`src/rtl/vga_timing_ctrl_if.sv`:
```
// Raster timing bus between the VGA sequencer and the pixel generator / pins.
interface vga_timing_ctrl_if;
  logic       run;
  logic       busy;
  logic       pix_tick;
  logic [9:0] h_cnt;
  logic [9:0] v_cnt;
  logic       valid;
  logic       hsync;
  logic       vsync;
  logic       line_start;
  logic       frame_start;

  // Sequencer side: takes run, drives the raster.
  modport master (
    input  run,
    output busy, pix_tick, h_cnt, v_cnt, valid, hsync, vsync, line_start, frame_start
  );

  // Consumer side: drives run, observes the raster.
  modport slave (
    output run,
    input  busy, pix_tick, h_cnt, v_cnt, valid, hsync, vsync, line_start, frame_start
  );
endinterface

```
`src/rtl/vga_timing_ctrl.sv`:
```
// VGA raster sequencer: pixel-rate divider, h/v counters, sync and framing strobes,
// with run/stop control that only starts and stops on frame boundaries.
module vga_timing_ctrl #(
  parameter int unsigned CLK_DIV = 4,
  parameter int unsigned H_ACT   = 640,
  parameter int unsigned H_FP    = 16,
  parameter int unsigned H_SYNC  = 96,
  parameter int unsigned H_BP    = 48,
  parameter int unsigned V_ACT   = 480,
  parameter int unsigned V_FP    = 10,
  parameter int unsigned V_SYNC  = 2,
  parameter int unsigned V_BP    = 33
) (
  input  logic               clk,
  input  logic               rst_n,
  vga_timing_ctrl_if.master  bus
);

  localparam int unsigned DIV_W = (CLK_DIV > 1) ? $clog2(CLK_DIV) : 1;
  localparam logic [DIV_W-1:0] DIV_LAST = DIV_W'(CLK_DIV - 1);

  localparam logic [9:0] H_ACT_C  = 10'(H_ACT);
  localparam logic [9:0] H_SYNC_B = 10'(H_ACT + H_FP);
  localparam logic [9:0] H_SYNC_E = 10'(H_ACT + H_FP + H_SYNC);
  localparam logic [9:0] H_LAST   = 10'(H_ACT + H_FP + H_SYNC + H_BP - 1);
  localparam logic [9:0] V_ACT_C  = 10'(V_ACT);
  localparam logic [9:0] V_SYNC_B = 10'(V_ACT + V_FP);
  localparam logic [9:0] V_SYNC_E = 10'(V_ACT + V_FP + V_SYNC);
  localparam logic [9:0] V_LAST   = 10'(V_ACT + V_FP + V_SYNC + V_BP - 1);

  typedef enum logic [1:0] {
    ST_IDLE = 2'd0,
    ST_RUN  = 2'd1,
    ST_STOP = 2'd2
  } state_e;

  state_e           state_q, state_d;
  logic [DIV_W-1:0] div_q, div_d;
  logic [9:0]       h_q, h_d;
  logic [9:0]       v_q, v_d;
  logic             busy_q, busy_d;
  logic             tick_q, tick_d;
  logic             valid_q, valid_d;
  logic             hsync_q, hsync_d;
  logic             vsync_q, vsync_d;
  logic             lstart_q, lstart_d;
  logic             fstart_q, fstart_d;
  logic             tick;
  logic             frame_end;

  // Next state of the sequencer; every output is derived from the next position so
  // that it is registered alongside the counters and describes what they present.
  always_comb begin
    state_d   = state_q;
    div_d     = '0;
    h_d       = '0;
    v_d       = '0;
    tick      = (state_q != ST_IDLE) && (div_q == DIV_LAST);
    frame_end = tick && (h_q == H_LAST) && (v_q == V_LAST);

    unique case (state_q)
      ST_IDLE: if (bus.run) state_d = ST_RUN;
      ST_RUN:  if (!bus.run) state_d = ST_STOP;
      ST_STOP: begin
        // A late re-assertion of run wins over the pending stop.
        if (bus.run)        state_d = ST_RUN;
        else if (frame_end) state_d = ST_IDLE;
      end
      default: state_d = ST_IDLE;
    endcase

    // Counting continues in RUN and STOPPING; entry from IDLE and exit to IDLE land on zero.
    if ((state_q != ST_IDLE) && (state_d != ST_IDLE)) begin
      h_d = h_q;
      v_d = v_q;
      if (tick) begin
        div_d = '0;
        if (h_q == H_LAST) begin
          h_d = 10'd0;
          v_d = (v_q == V_LAST) ? 10'd0 : v_q + 10'd1;
        end else begin
          h_d = h_q + 10'd1;
        end
      end else begin
        div_d = div_q + DIV_W'(1);
      end
    end

    busy_d   = (state_d != ST_IDLE);
    tick_d   = busy_d && (div_d == DIV_LAST);
    valid_d  = busy_d && (h_d < H_ACT_C) && (v_d < V_ACT_C);
    hsync_d  = !(busy_d && (h_d >= H_SYNC_B) && (h_d < H_SYNC_E));
    vsync_d  = !(busy_d && (v_d >= V_SYNC_B) && (v_d < V_SYNC_E));
    // div_d == 0 marks the first clk a position is presented.
    lstart_d = busy_d && (div_d == '0) && (h_d == 10'd0);
    fstart_d = lstart_d && (v_d == 10'd0);
  end

  // State, counters and registered outputs.
  always_ff @(posedge clk or negedge rst_n) begin
    if (!rst_n) begin
      state_q  <= ST_IDLE;
      div_q    <= '0;
      h_q      <= '0;
      v_q      <= '0;
      busy_q   <= 1'b0;
      tick_q   <= 1'b0;
      valid_q  <= 1'b0;
      hsync_q  <= 1'b1;
      vsync_q  <= 1'b1;
      lstart_q <= 1'b0;
      fstart_q <= 1'b0;
    end else begin
      state_q  <= state_d;
      div_q    <= div_d;
      h_q      <= h_d;
      v_q      <= v_d;
      busy_q   <= busy_d;
      tick_q   <= tick_d;
      valid_q  <= valid_d;
      hsync_q  <= hsync_d;
      vsync_q  <= vsync_d;
      lstart_q <= lstart_d;
      fstart_q <= fstart_d;
    end
  end

  assign bus.busy        = busy_q;
  assign bus.pix_tick    = tick_q;
  assign bus.h_cnt       = h_q;
  assign bus.v_cnt       = v_q;
  assign bus.valid       = valid_q;
  assign bus.hsync       = hsync_q;
  assign bus.vsync       = vsync_q;
  assign bus.line_start  = lstart_q;
  assign bus.frame_start = fstart_q;

endmodule

```
`src/flat_wrapper.sv`:
```
// flat-port wrapper written by rule: the top's interface ports become plain ports
module vga_timing_ctrl_flat 
#(
  parameter int unsigned CLK_DIV = 4,
  parameter int unsigned H_ACT   = 640,
  parameter int unsigned H_FP    = 16,
  parameter int unsigned H_SYNC  = 96,
  parameter int unsigned H_BP    = 48,
  parameter int unsigned V_ACT   = 480,
  parameter int unsigned V_FP    = 10,
  parameter int unsigned V_SYNC  = 2,
  parameter int unsigned V_BP    = 33
)
  (clk, rst_n, bus_run, bus_busy, bus_pix_tick, bus_h_cnt, bus_v_cnt, bus_valid, bus_hsync, bus_vsync, bus_line_start, bus_frame_start);
  vga_timing_ctrl_if bus_i ();
  input  logic clk;
  input  logic rst_n;
  input wire logic [$bits(bus_i.run)-1:0] bus_run;
  output wire logic [$bits(bus_i.busy)-1:0] bus_busy;
  output wire logic [$bits(bus_i.pix_tick)-1:0] bus_pix_tick;
  output wire logic [$bits(bus_i.h_cnt)-1:0] bus_h_cnt;
  output wire logic [$bits(bus_i.v_cnt)-1:0] bus_v_cnt;
  output wire logic [$bits(bus_i.valid)-1:0] bus_valid;
  output wire logic [$bits(bus_i.hsync)-1:0] bus_hsync;
  output wire logic [$bits(bus_i.vsync)-1:0] bus_vsync;
  output wire logic [$bits(bus_i.line_start)-1:0] bus_line_start;
  output wire logic [$bits(bus_i.frame_start)-1:0] bus_frame_start;
  assign bus_i.run = bus_run;
  assign bus_busy = bus_i.busy;
  assign bus_pix_tick = bus_i.pix_tick;
  assign bus_h_cnt = bus_i.h_cnt;
  assign bus_v_cnt = bus_i.v_cnt;
  assign bus_valid = bus_i.valid;
  assign bus_hsync = bus_i.hsync;
  assign bus_vsync = bus_i.vsync;
  assign bus_line_start = bus_i.line_start;
  assign bus_frame_start = bus_i.frame_start;
  vga_timing_ctrl #(.CLK_DIV(CLK_DIV), .H_ACT(H_ACT), .H_FP(H_FP), .H_SYNC(H_SYNC), .H_BP(H_BP), .V_ACT(V_ACT), .V_FP(V_FP), .V_SYNC(V_SYNC), .V_BP(V_BP)) u_core (.clk(clk), .rst_n(rst_n), .bus(bus_i));
endmodule
```
`config.mk`:
```
export PLATFORM = sky130hd
export DESIGN_NAME = vga_timing_ctrl_flat
export DESIGN_NICKNAME = d
export VERILOG_FILES = /design/src/rtl/vga_timing_ctrl_if.sv /design/src/rtl/vga_timing_ctrl.sv /design/src/flat_wrapper.sv
export SDC_FILE = /design/constraint.sdc
export NUM_CORES = 1
export LEC_CHECK = 0
export CAP_MARGIN = 20
export CORE_MARGIN = 2
export CORE_UTILIZATION = 38
export DETAILED_ROUTE_END_ITERATION = 10
export GPL_TIMING_DRIVEN = 0
export PLACE_DENSITY = 0.69
export SLEW_MARGIN = 30
export SYNTH_ARGS = -nofsm -noshare
export SYNTH_HDL_FRONTEND = slang
export SYNTH_SLANG_ARGS = --single-unit
```
`constraint.sdc`:
```
create_clock -name clk -period 3.08 [get_ports clk]
set_input_delay 0.924 -clock clk [delete_from_list [all_inputs] [get_ports clk]]
set_output_delay 0.924 -clock clk [all_outputs]
set_load 0.05 [all_outputs]
```
After elaboration in Yosys (flattened, before gate mapping). Cells that the tools add are included.

Output and inout bits: 27. Input bits: 3. Register bits: 31. Logic and storage cells: 62.

Eq/ne operators: 6. Order comparisons: 6. Reductions and logical operators: 22. $add $sub $neg: 3. Multiplexer cells: 14.

Operators with widths (count): 10-bit 2-to-1 mux (7); 10-bit by 1-bit adder with 10-bit output (second input constant) (2); 10-bit equality test (second input constant) (2); 10-bit logical NOT (2); 10-bit less-than comparator (second input constant) (2); 10-bit by 9-bit less-than comparator with 1-bit output (second input constant) (2); 1-bit logical AND (14); 2-bit 2-to-1 mux (6); 10-bit >= comparator (second input constant) (1); 10-bit by 9-bit >= comparator with 1-bit output (second input constant) (1); 2-bit equality test (second input constant) (3); 2-bit case mux with 3 select lines (1); 2-bit logical NOT (2); 2-bit nonzero test (2); 2-bit by 1-bit adder with 2-bit output (second input constant) (1); 2-bit by 1-bit equality test with 1-bit output (second input constant) (1); 1-bit logical NOT (2).

Depth between registers and ports, before layout. Gate-level depths: netlist of run 1.

Word-level depth: 14. Depth in mapped cells: 9. Gate-level depth less buffers: 8.

Worst setup path before layout of run 1. No wires, ideal clock.

Kind: register to register. Start point: reg u_core.h_q[0] (netlist: u_core.bus.h_cnt[0]). End point: reg u_core.fstart_q (netlist: u_core.bus.frame_start). Slack: 0.392 ns. Data required time: 2.984 ns. Path buffers: 0. Data arrival time: 2.592 ns. Clock period less this slack: 2.688 ns. Cell stages (with the launch flop): 8. Setup time: 0.096 ns. Cell sequence: dfrtp_1 > ha_1 > nand3_4 > nor4_4 > a311o_2 > a22oi_2 > or4_4 > nor4_2.

Elaborated cells between the ends (all ways): 22. Those cells by class: add/sub: 1; eq/ne: 1; mux: 10; reduce/logical: 10.

RTL lines: start: declaration (line vga_timing_ctrl.sv:39) `logic [9:0] h_q, h_d;`; start signal: assignment (line vga_timing_ctrl.sv:104) `h_q <= '0;`; start signal: assignment (line vga_timing_ctrl.sv:116) `h_q <= h_d;`; 10-bit equality test (line vga_timing_ctrl.sv:59, vga_timing_ctrl.sv:78); 1-bit logical AND (2 in series) (line vga_timing_ctrl.sv:59) `frame_end = tick && (h_q == H_LAST) && (v_q == V_LAST);`; 2-bit 2-to-1 mux (line vga_timing_ctrl.sv:67) `else if (frame_end) state_d = ST_IDLE;`; 2-bit 2-to-1 mux (line vga_timing_ctrl.sv:66) `if (bus.run) state_d = ST_RUN;`; 2-bit case mux with 3 select lines (line vga_timing_ctrl.sv:61) `unique case (state_q)`; 2-bit nonzero test (line vga_timing_ctrl.sv:73) `if ((state_q != ST_IDLE) && (state_d != ST_IDLE)) begin`; 1-bit logical AND (line vga_timing_ctrl.sv:73); 10-bit 2-to-1 mux * (line vga_timing_ctrl.sv:73); via u_core.h_d[1] (line vga_timing_ctrl.sv:39); 10-bit logical NOT * (line vga_timing_ctrl.sv:95) `lstart_d = busy_d && (div_d == '0) && (h_d == 10'd0);`; 1-bit logical AND * (line vga_timing_ctrl.sv:95); 1-bit logical AND * (line vga_timing_ctrl.sv:96) `fstart_d = lstart_d && (v_d == 10'd0);`; via u_core.fstart_d (line vga_timing_ctrl.sv:47) `logic fstart_q, fstart_d;`; end signal: assignment (line vga_timing_ctrl.sv:124) `fstart_q <= fstart_d;`; end: declaration (line vga_timing_ctrl.sv:47).

Mark *: on every way through the listed nets, which the timed path passes. The rest lies on a longest branch.

Final worst setup path of run 1.
Start point: reg u_core.v_q[0] (netlist: u_core.bus.v_cnt[0]). End point: reg u_core.fstart_q (netlist: u_core.bus.frame_start).

Word-level cells in the longest chain between the ends: 12. Elaborated cells between the ends (all ways): 20. Those cells by class: add/sub: 1; eq/ne: 1; mux: 9; reduce/logical: 9.

Ends and longest elaborated chain: start: declaration (line vga_timing_ctrl.sv:40) `logic [9:0] v_q, v_d;`; start signal: assignment (line vga_timing_ctrl.sv:117) `v_q <= v_d;`; parallel branches: the longest is 11 deep, another holds 10-bit by 1-bit adder with 10-bit output; 1-bit logical AND * (line vga_timing_ctrl.sv:96); via u_core.fstart_d (line vga_timing_ctrl.sv:47).

Mark *: on every way through the listed nets, which the timed path passes.

==> metrics.json, run 1 <==
{
  "status": {"value": "finished clean"},
  "cp_slowest_stage_delay": {"value": 0.46, "unit": "ns"},
  "vdd.ir_drop.worst": {"value": 0.000241, "unit": "V"},
  "comb_power_share": {"value": 0.173},
  "cts_tree": {"value": "yes"},
  "clk_pin_slew_worst_setup_hold_paths": {"value": 0.07, "unit": "ns"},
  "maxCapViolCount": {"value": 0},
  "fill_cell_instance_count_of_the_final_layout": {"value": 453},
  "synth_ff_type": {"value": "dfrtp_1"},
  "critical-path-slowest-cell": {"value": "dfrtp_1"},
  "htree_num_levels": {"value": 2},
  "drt.antenna.violating_nets": {"value": 0},
  "drt_iter0_markers": {"value": 164},
  "period_utilization_post_route": {"value": 0.876},
  "fin_setup_tns": {"value": 0, "unit": "ns"},
  "grt_pass1_vias": {"value": 1516},
  "timing_hold_violations_final": {"value": 0},
  "starting_utilization_of_the_core_area": {"value": 0.397},
  "power_density": {"value": 396, "unit": "nW/µm²"},
  "share_of_cells_above_drive_strength_1": {"value": 0.155},
  "min_period": {"value": 2.70, "unit": "ns"},
  "port_buffers": {"value": 29},
  "timing.hold.worst.start": {"value": "u_core.div_q[0]"},
  "ctsHoldBuffers": {"value": 0},
  "whs_path_depth": {"value": 1},
  "firstDrtPassIters": {"value": 4},
  "synth_warnings": {"value": 0},
  "max_slew_margin": {"value": 0.535},
  "clockBufferDepth": {"value": 2},
  "timing.critical_path.required": {"value": 3.27, "unit": "ns"},
  "worst_slew_pin_slew": {"value": 0.697, "unit": "ns"},
  "postCtsResizedCells": {"value": 0},
  "drt_drc_violations_left": {"value": 0},
  "synth_area": {"value": 1900, "unit": "µm²"},
  "regToRegEndpoint": {"value": "u_core.bus.frame_start"},
  "die_area": {"value": 5590, "unit": "µm²"},
  "global_route.overflow_total": {"value": 0},
  "grt_first_pass_wirelength": {"value": 7.40, "unit": "mm"},
  "arrival": {"value": 2.89, "unit": "ns"},
  "reg2reg_setup_slack": {"value": 0.38, "unit": "ns"},
  "coreArea": {"value": 4790, "unit": "µm²"},
  "gp_routability_congestion": {"value": 0.881},
  "power_frac_clock": {"value": 0.361},
  "worst_setup_path_class": {"value": "flop to flop"},
  "preCtsSetupSlack": {"value": 0.296, "unit": "ns"},
  "yosysSeqAreaShare": {"value": 0.409},
  "antenna_cells": {"value": 0},
  "grt_start_max_net_pins": {"value": 32},
  "net_count_of_the_finished_layout": {"value": 232},
  "drt-wirelength-per-cell": {"value": 15.3, "unit": "µm"},
  "p_leak": {"value": 0.925, "unit": "nW"},
  "crit_chain": {"value": "inv_1 > ha_1 > or3b_1 > nor4_4 > a311o_2 > and2_2 > buf_1 > o21ai_0 > nor4_2"},
  "grt_setup_unrepaired": {"value": "no"},
  "detailed_place_hpwl": {"value": 3.16, "unit": "mm"},
  "fin_skew": {"value": 0.00791, "unit": "ns"},
  "cts_buffers": {"value": 5},
  "worstSkewPairLatency": {"value": 0.29, "unit": "ns"},
  "synth_cells": {"value": 189},
  "setup_viols_final": {"value": 0},
  "ys_ff_latch": {"value": 31},
  "grt.total_usage": {"value": 0.175},
  "worstHoldPathType": {"value": "flop to flop"},
  "intPower": {"value": 662, "unit": "µW"},
  "chipWidth": {"value": 74.7, "unit": "µm"},
  "maximum_clock_rate": {"value": 370, "unit": "MHz"},
  "reg2reg_from": {"value": "u_core.bus.v_cnt[0]"},
  "antenna_violations_before_repair": {"value": 0},
  "postSynthAreaPerCell": {"value": 10.1, "unit": "µm²"},
  "power_switching_share": {"value": 0.293},
  "dr_total_vias": {"value": 1627},
  "seqPwrFrac": {"value": 0.466},
  "post_drt_via_cell_ratio": {"value": 5.55},
  "synthToLayoutAreaGrowth": {"value": 24.2, "unit": "%"},
  "asyncSetResetFlopFracSynth": {"value": 1.00},
  "die-height": {"value": 74.7, "unit": "µm"},
  "power.switching": {"value": 274, "unit": "µW"},
  "synth_edf_count": {"value": 0},
  "cts.root.buffer_cell": {"value": "clkbuf_8"},
  "report.final.slew_viol_count": {"value": 0},
  "critPathLaunchType": {"value": "flop"},
  "io_pins": {"value": 30},
  "std_cell_rows": {"value": 25},
  "worst_reg_to_reg_cells": {"value": 9},
  "syn-num-nets": {"value": 196},
  "postCtsSetupRepairBufs": {"value": 0},
  "crit_path_end_kind": {"value": "flop"},
  "finalWorstSetupSlack": {"value": 0.380, "unit": "ns"},
  "hold-path-endpoint": {"value": "u_core.div_q[0]"},
  "routed_wirelength": {"value": 4.48, "unit": "mm"},
  "cts.sink_count": {"value": 31},
  "timing.critical_path.fanout_max": {"value": 8},
  "synth_cell_type_count": {"value": 64}
}
-- sequential cells by signal (all words and copies together), names as in the netlist --
name,count
u_core.bus.h_cnt,10
u_core.bus.v_cnt,10
u_core.div_q,2
u_core.state_q,2
u_core.bus.busy,1
u_core.bus.frame_start,1
u_core.bus.hsync,1
u_core.bus.line_start,1
u_core.bus.pix_tick,1
u_core.bus.valid,1
u_core.bus.vsync,1
-- critical path: cells and delay by family (launching register included) --
family                   cells  cell delay, ns
AND/OR/NAND/NOR              4            1.02
AO/OA/AOI/OAI                2            0.52
flip-flops                   1            0.46
buffers and inverters        2            0.46
adder cells (fa/ha/maj)      1            0.15
-- worst max-delay path by stage --
stage,startpoint,end,slack [ns],depth (start not counted)
global placement,bus_run,u_core.bus.frame_start,0.32,7
detailed placement,bus_run,u_core.bus.frame_start,0.30,7
floorplan,u_core.bus.h_cnt[0],u_core.bus.frame_start,0.39,7
global route,u_core.bus.v_cnt[0],u_core.bus.frame_start,0.17,9
finish,u_core.bus.v_cnt[0],u_core.bus.frame_start,0.38,9
CTS,u_core.bus.v_cnt[1],u_core.bus.frame_start,0.39,9
-- layer usage --
| layer | part of all wire | wire length (µm) | up-vias | track usage |
|---|---|---|---|---|
| li1 | - | - | 779 | - |
| met1 | 0.47 | 2130 | 783 | 0.254 |
| met2 | 0.45 | 2020 | 54 | 0.259 |
| met3 | 0.054 | 243 | 11 | 0.0375 |
| met4 | 0.020 | 88 | 0 | 0.0615 |
| met5 | 0 | 0 | - | 0 |
-- power by group through the flow --
| stage | logic, mW | clock network [mW] | registers, mW |
|---|---|---|---|
| 3_3_place_gp | 0.163 | 0 | 0.443 |
| 3_5_place_dp | 0.163 | 0 | 0.444 |
| 4_1_cts | 0.163 | 0.342 | 0.436 |
| 6_report | 0.162 | 0.338 | 0.436 |
| 5_1_grt | 0.174 | 0.360 | 0.438 |
| 2_1_floorplan | 0.0658 | 0 | 0.486 |
-- through the flow --
stage / instance area (µm²) / util / cells / power (mW) / hold WS (ns)
floorplan: 1900 / - / 189 / 0.552 / 0.452
global placement: 2280 / 0.476 / 285 / 0.606 / 0.468
detailed placement: 2270 / 0.475 / 285 / 0.606 / 0.482
CTS: 2360 / 0.494 / 293 / 0.941 / 0.490
global route: 2360 / 0.494 / 293 / 0.973 / 0.521
finish: 2360 / 0.494 / 293 / 0.936 / 0.491
-- Yosys cell counts (2+ instances only) --
cell type  count  area (µm²)
dfrtp_1       29         726
nor2_1        21        78.8
inv_1         10        37.5
nand4_1       10        62.6
nand2_1        9        33.8
a21oi_1        8        40.0
xnor2_1        7        61.3
and2_1         5        31.3
nand3_1        5        25.0
nor3_1         5        25.0
ha_1           4        50.1
nand4b_1       4        35.0
o21ai_0        4        20.0
xor2_1         4        35.0
buf_2          3        15.0
or4_1          3        22.5
a2bb2oi_1      2        17.5
and4b_1        2        20.0
clkbuf_8       2        27.5
dfstp_2        2        52.6
mux2_2         2        22.5
nor2b_1        2        12.5
nor4_4         2        42.5
o2111ai_1      2        17.5
o31ai_1        2        15.0
or3_1          2        12.5
-- layout by cell type (no fill, tap or decap), types with 2 or more instances in the layout --
master           netlist  final
dfrtp_1               29     29
clkdlybuf4s50_1        0     28
nor2_1                21     21
inv_1                 10     10
nand4_1               10     10
nand2_1                9      9
clkbuf_8               2      8
a21oi_1                8      8
xnor2_1                7      7
nand3_1                5      5
and2_1                 5      5
nor3_1                 5      5
buf_2                  3      4
nand4b_1               4      4
o21ai_0                4      4
xor2_1                 4      4
ha_1                   4      4
or4_1                  3      3
nor4_4                 2      2
and4b_1                2      2
clkbuf_1               1      2
a2bb2oi_1              2      2
nor2b_1                2      2
or3_1                  2      2
o2111ai_1              2      2
o31ai_1                2      2
mux2_2                 2      2
dfstp_2                2      2
-- area by class of cell --
type	instances	area, µm²	share of cell area
Buffer	8	61.3	0.0260
Clock buffer	7	86.3	0.0365
Clock inverter	1	5.00	0.00212
Inverter	10	37.5	0.0159
Multi-Input combinational cell	140	1020	0.434
Sequential cell	31	778	0.329
Tap cell	67	83.8	0.0355
Timing Repair Buffer	29	285	0.121
-- kinds of logic after synthesis --
family | synth area share
and+or+nand+nor | 0.288
muxes | 0.0171
buffers and inverters | 0.0520
adders and majority gates | 0.0263
DFF | 0.409
xor gates and xnor gates | 0.0592
AOI/OAI and AO/OA | 0.148
(Power assumes the default switching activity.)
==> run 2, diff against run 1 <==
PLACE_DENSITY = 0.61   (was 0.69)
==> run 2 against run 1 <==
Effect of this change:
- worst hold slack improved by 0.0048 ns
- critical path type unchanged
- largest power group unchanged
- cell count increased by 0.34%
- sequential share of layout area decreased by 0.73 points
- critical path depth decreased by 1
==> metrics.json, run 2 (synthesized netlist as in run 1, its figures left out) <==
{
  "port_buffers": {"value": 29, "change": "unchanged"},
  "post_drt_via_cell_ratio": {"value": 5.46, "change": "was 5.55"},
  "io_pins": {"value": 30, "change": "unchanged"},
  "clk_pin_slew_worst_setup_hold_paths": {"value": 0.08, "unit": "ns", "change": "was 0.07 ns"},
  "antenna_violations_before_repair": {"value": 0, "change": "unchanged"},
  "htree_num_levels": {"value": 2, "change": "unchanged"},
  "power.switching": {"value": 280, "unit": "µW", "change": "was 274 µW"},
  "timing_hold_violations_final": {"value": 0, "change": "unchanged"},
  "maximum_clock_rate": {"value": 371, "unit": "MHz", "change": "was 370 MHz"},
  "power_frac_clock": {"value": 0.414, "change": "was 0.361"},
  "drt_drc_violations_left": {"value": 0, "change": "unchanged"},
  "net_count_of_the_finished_layout": {"value": 233, "change": "was 232"},
  "starting_utilization_of_the_core_area": {"value": 0.397, "change": "unchanged"},
  "routed_wirelength": {"value": 4.57, "unit": "mm", "change": "was 4.48 mm"},
  "worst_reg_to_reg_cells": {"value": 8, "change": "was 9"},
  "coreArea": {"value": 4790, "unit": "µm²", "change": "unchanged"},
  "power_density": {"value": 425, "unit": "nW/µm²", "change": "was 396 nW/µm²"},
  "cts.root.buffer_cell": {"value": "clkbuf_8", "change": "unchanged"},
  "setup_viols_final": {"value": 0, "change": "unchanged"},
  "crit_path_end_kind": {"value": "flop", "change": "unchanged"},
  "global_route.overflow_total": {"value": 0, "change": "unchanged"},
  "cp_slowest_stage_delay": {"value": 0.54, "unit": "ns", "change": "was 0.46 ns"},
  "period_utilization_post_route": {"value": 0.874, "change": "was 0.876"},
  "cp-endpoint": {"value": "u_core.bus.frame_start", "change": "unchanged"},
  "vdd.ir_drop.worst": {"value": 0.000256, "unit": "V", "change": "was 0.000241 V"},
  "dr_total_vias": {"value": 1604, "change": "was 1627"},
  "antenna_cells": {"value": 0, "change": "unchanged"},
  "intPower": {"value": 747, "unit": "µW", "change": "was 662 µW"},
  "cts_tree": {"value": "yes", "change": "unchanged"},
  "firstDrtPassIters": {"value": 4, "change": "unchanged"},
  "setup.worst_path.start": {"value": "u_core.bus.v_cnt[0]", "change": "unchanged"},
  "clockBufferDepth": {"value": 2, "change": "unchanged"},
  "synthToLayoutAreaGrowth": {"value": 27.0, "unit": "%", "change": "was 24.2%"},
  "power_switching_share": {"value": 0.273, "change": "was 0.293"},
  "layout_common_cells": {"value": "29 x dfrtp_1, 28 x clkdlybuf4s50_1, 21 x nor2_1", "change": "unchanged"},
  "seqPwrFrac": {"value": 0.425, "change": "was 0.466"},
  "cts.sink_count": {"value": 31, "change": "unchanged"},
  "worst_slew_pin_slew": {"value": 0.498, "unit": "ns", "change": "was 0.697 ns"},
  "critPathLaunchType": {"value": "flop", "change": "unchanged"},
  "worst_setup_path_class": {"value": "flop to flop", "change": "unchanged"},
  "fin_skew": {"value": 0.0140, "unit": "ns", "change": "was 0.00791 ns"},
  "max_slew_margin": {"value": 0.660, "change": "was 0.535"},
  "chipWidth": {"value": 74.7, "unit": "µm", "change": "unchanged"},
  "postCtsSetupRepairBufs": {"value": 0, "change": "unchanged"},
  "maxCapViolCount": {"value": 0, "change": "unchanged"},
  "cts_buffers": {"value": 5, "change": "unchanged"},
  "reg2reg_from": {"value": "u_core.bus.v_cnt[0]", "change": "unchanged"},
  "detailed_place_hpwl": {"value": 3.36, "unit": "mm", "change": "was 3.16 mm"},
  "comb_power_share": {"value": 0.162, "change": "was 0.173"},
  "status": {"value": "finished clean", "change": "unchanged"},
  "timing.hold.ws": {"value": 0.496, "unit": "ns", "change": "was 0.491 ns"},
  "final_common_cell": {"value": "dfrtp_1", "change": "unchanged"},
  "report.final.slew_viol_count": {"value": 0, "change": "unchanged"},
  "reg2reg_setup_slack": {"value": 0.39, "unit": "ns", "change": "was 0.38 ns"},
  "worstSkewPairLatency": {"value": 0.30, "unit": "ns", "change": "was 0.29 ns"},
  "fin_util": {"value": 0.505, "change": "was 0.494"},
  "ctsHoldBuffers": {"value": 0, "change": "unchanged"},
  "critical-path-slowest-cell": {"value": "or4_4", "change": "was dfrtp_1"},
  "grt_first_pass_wirelength": {"value": 7.60, "unit": "mm", "change": "was 7.40 mm"},
  "drt_iter0_markers": {"value": 113, "change": "was 164"},
  "fin_setup_tns": {"value": 0, "unit": "ns", "change": "unchanged"},
  "grt.total_usage": {"value": 0.182, "change": "was 0.175"},
  "die-height": {"value": 74.7, "unit": "µm", "change": "unchanged"},
  "grt_pass1_vias": {"value": 1547, "change": "was 1516"},
  "worstHoldPathType": {"value": "flop to flop", "change": "unchanged"},
  "share_of_cells_above_drive_strength_1": {"value": 0.163, "change": "was 0.155"},
  "grt_start_max_net_pins": {"value": 19, "change": "was 32"},
  "timing.critical_path.fanout_max": {"value": 7, "change": "was 8"},
  "postCtsResizedCells": {"value": 0, "change": "unchanged"},
  "std_cell_rows": {"value": 25, "change": "unchanged"},
  "timing.critical_path.required": {"value": 3.27, "unit": "ns", "change": "about the same"},
  "p_leak": {"value": 0.951, "unit": "nW", "change": "was 0.925 nW"},
  "grt_setup_unrepaired": {"value": "no", "change": "unchanged"},
  "drt.antenna.violating_nets": {"value": 0, "change": "unchanged"},
  "drt-wirelength-per-cell": {"value": 15.5, "unit": "µm", "change": "was 15.3 µm"},
  "die_area": {"value": 5590, "unit": "µm²", "change": "unchanged"},
  "min_period": {"value": 2.69, "unit": "ns", "change": "was 2.70 ns"},
  "gp_routability_congestion": {"value": 0.816, "change": "was 0.881"},
  "crit_chain": {"value": "inv_1 > ha_1 > or3b_1 > nor4_4 > a311o_2 > a22oi_2 > or4_4 > nor4_2", "change": "was inv_1 > ha_1 > or3b_1 > nor4_4 > a311o_2 > and2_2 > buf_1 > o21ai_0 > nor4_2"},
  "arrival": {"value": 2.88, "unit": "ns", "change": "was 2.89 ns"},
  "regToRegEndpoint": {"value": "u_core.bus.frame_start", "change": "unchanged"}
}
run 2: worst max-delay path, delay by kind of cell, from the launching register on:
kind	cells	cell delay, ns
simple gates	4	1.51
buf+inv	1	0.09
compound gates	2	0.37
flops	1	0.47
fa+ha+maj	1	0.14
run 2: layout make-up:
class | instances | area, µm²
inverters | 10 | 37.5
repair buffers | 30 | 313
clock buffers | 6 | 82.6
clock inverters | 2 | 35.0
plain buffers | 8 | 61.3
multi-input cells | 140 | 1020
fillers | 447 | 2370
well taps | 67 | 83.8
flip-flops and latches | 31 | 778
run 2: routing by layer:
| metal | wire length, µm | GRT usage |
|---|---|---|
| met1 | 2300 | 0.257 |
| met2 | 2050 | 0.269 |
| met3 | 123 | 0.0415 |
| met4 | 92 | 0.0754 |
| met5 | 0 | 0 |
run 2: how the worst min path moves through the flow:
stage                                  to            start  depth (start not counted)
after floorplan           u_core.div_q[0]  u_core.div_q[0]                          1
after global placement    u_core.div_q[0]  u_core.div_q[0]                          1
after detailed placement  u_core.div_q[0]  u_core.div_q[0]                          1
after CTS                 u_core.div_q[0]  u_core.div_q[0]                          1
after global routing      u_core.div_q[0]  u_core.div_q[0]                          1
final                     u_core.div_q[0]  u_core.div_q[0]                          1
run 2: power by group through the flow:
| stage | combinational (mW) | clock, mW | sequential, mW |
|---|---|---|---|
| finish | 0.166 | 0.425 | 0.436 |
| global placement | 0.163 | 0 | 0.443 |
| CTS | 0.168 | 0.431 | 0.436 |
| detailed placement | 0.167 | 0 | 0.443 |
| floorplan | 0.0658 | 0 | 0.486 |
| global route | 0.180 | 0.450 | 0.438 |
run 2: stage by stage:
stage	power [mW]	instances	setup WS, ns	cell area, µm²
finish	1.03	294	0.387	2420
global placement	0.607	285	0.328	2280
CTS	1.04	294	0.375	2420
global route	1.07	294	0.155	2420
floorplan	0.552	189	0.392	1900
detailed placement	0.611	286	0.324	2300
==> run 3, diff against run 2 <==
CTS_CLUSTER_SIZE = 8   (was default)
==> results of run 3 <==
The final DEF is identical to that of run 2; final timing and power are the same.
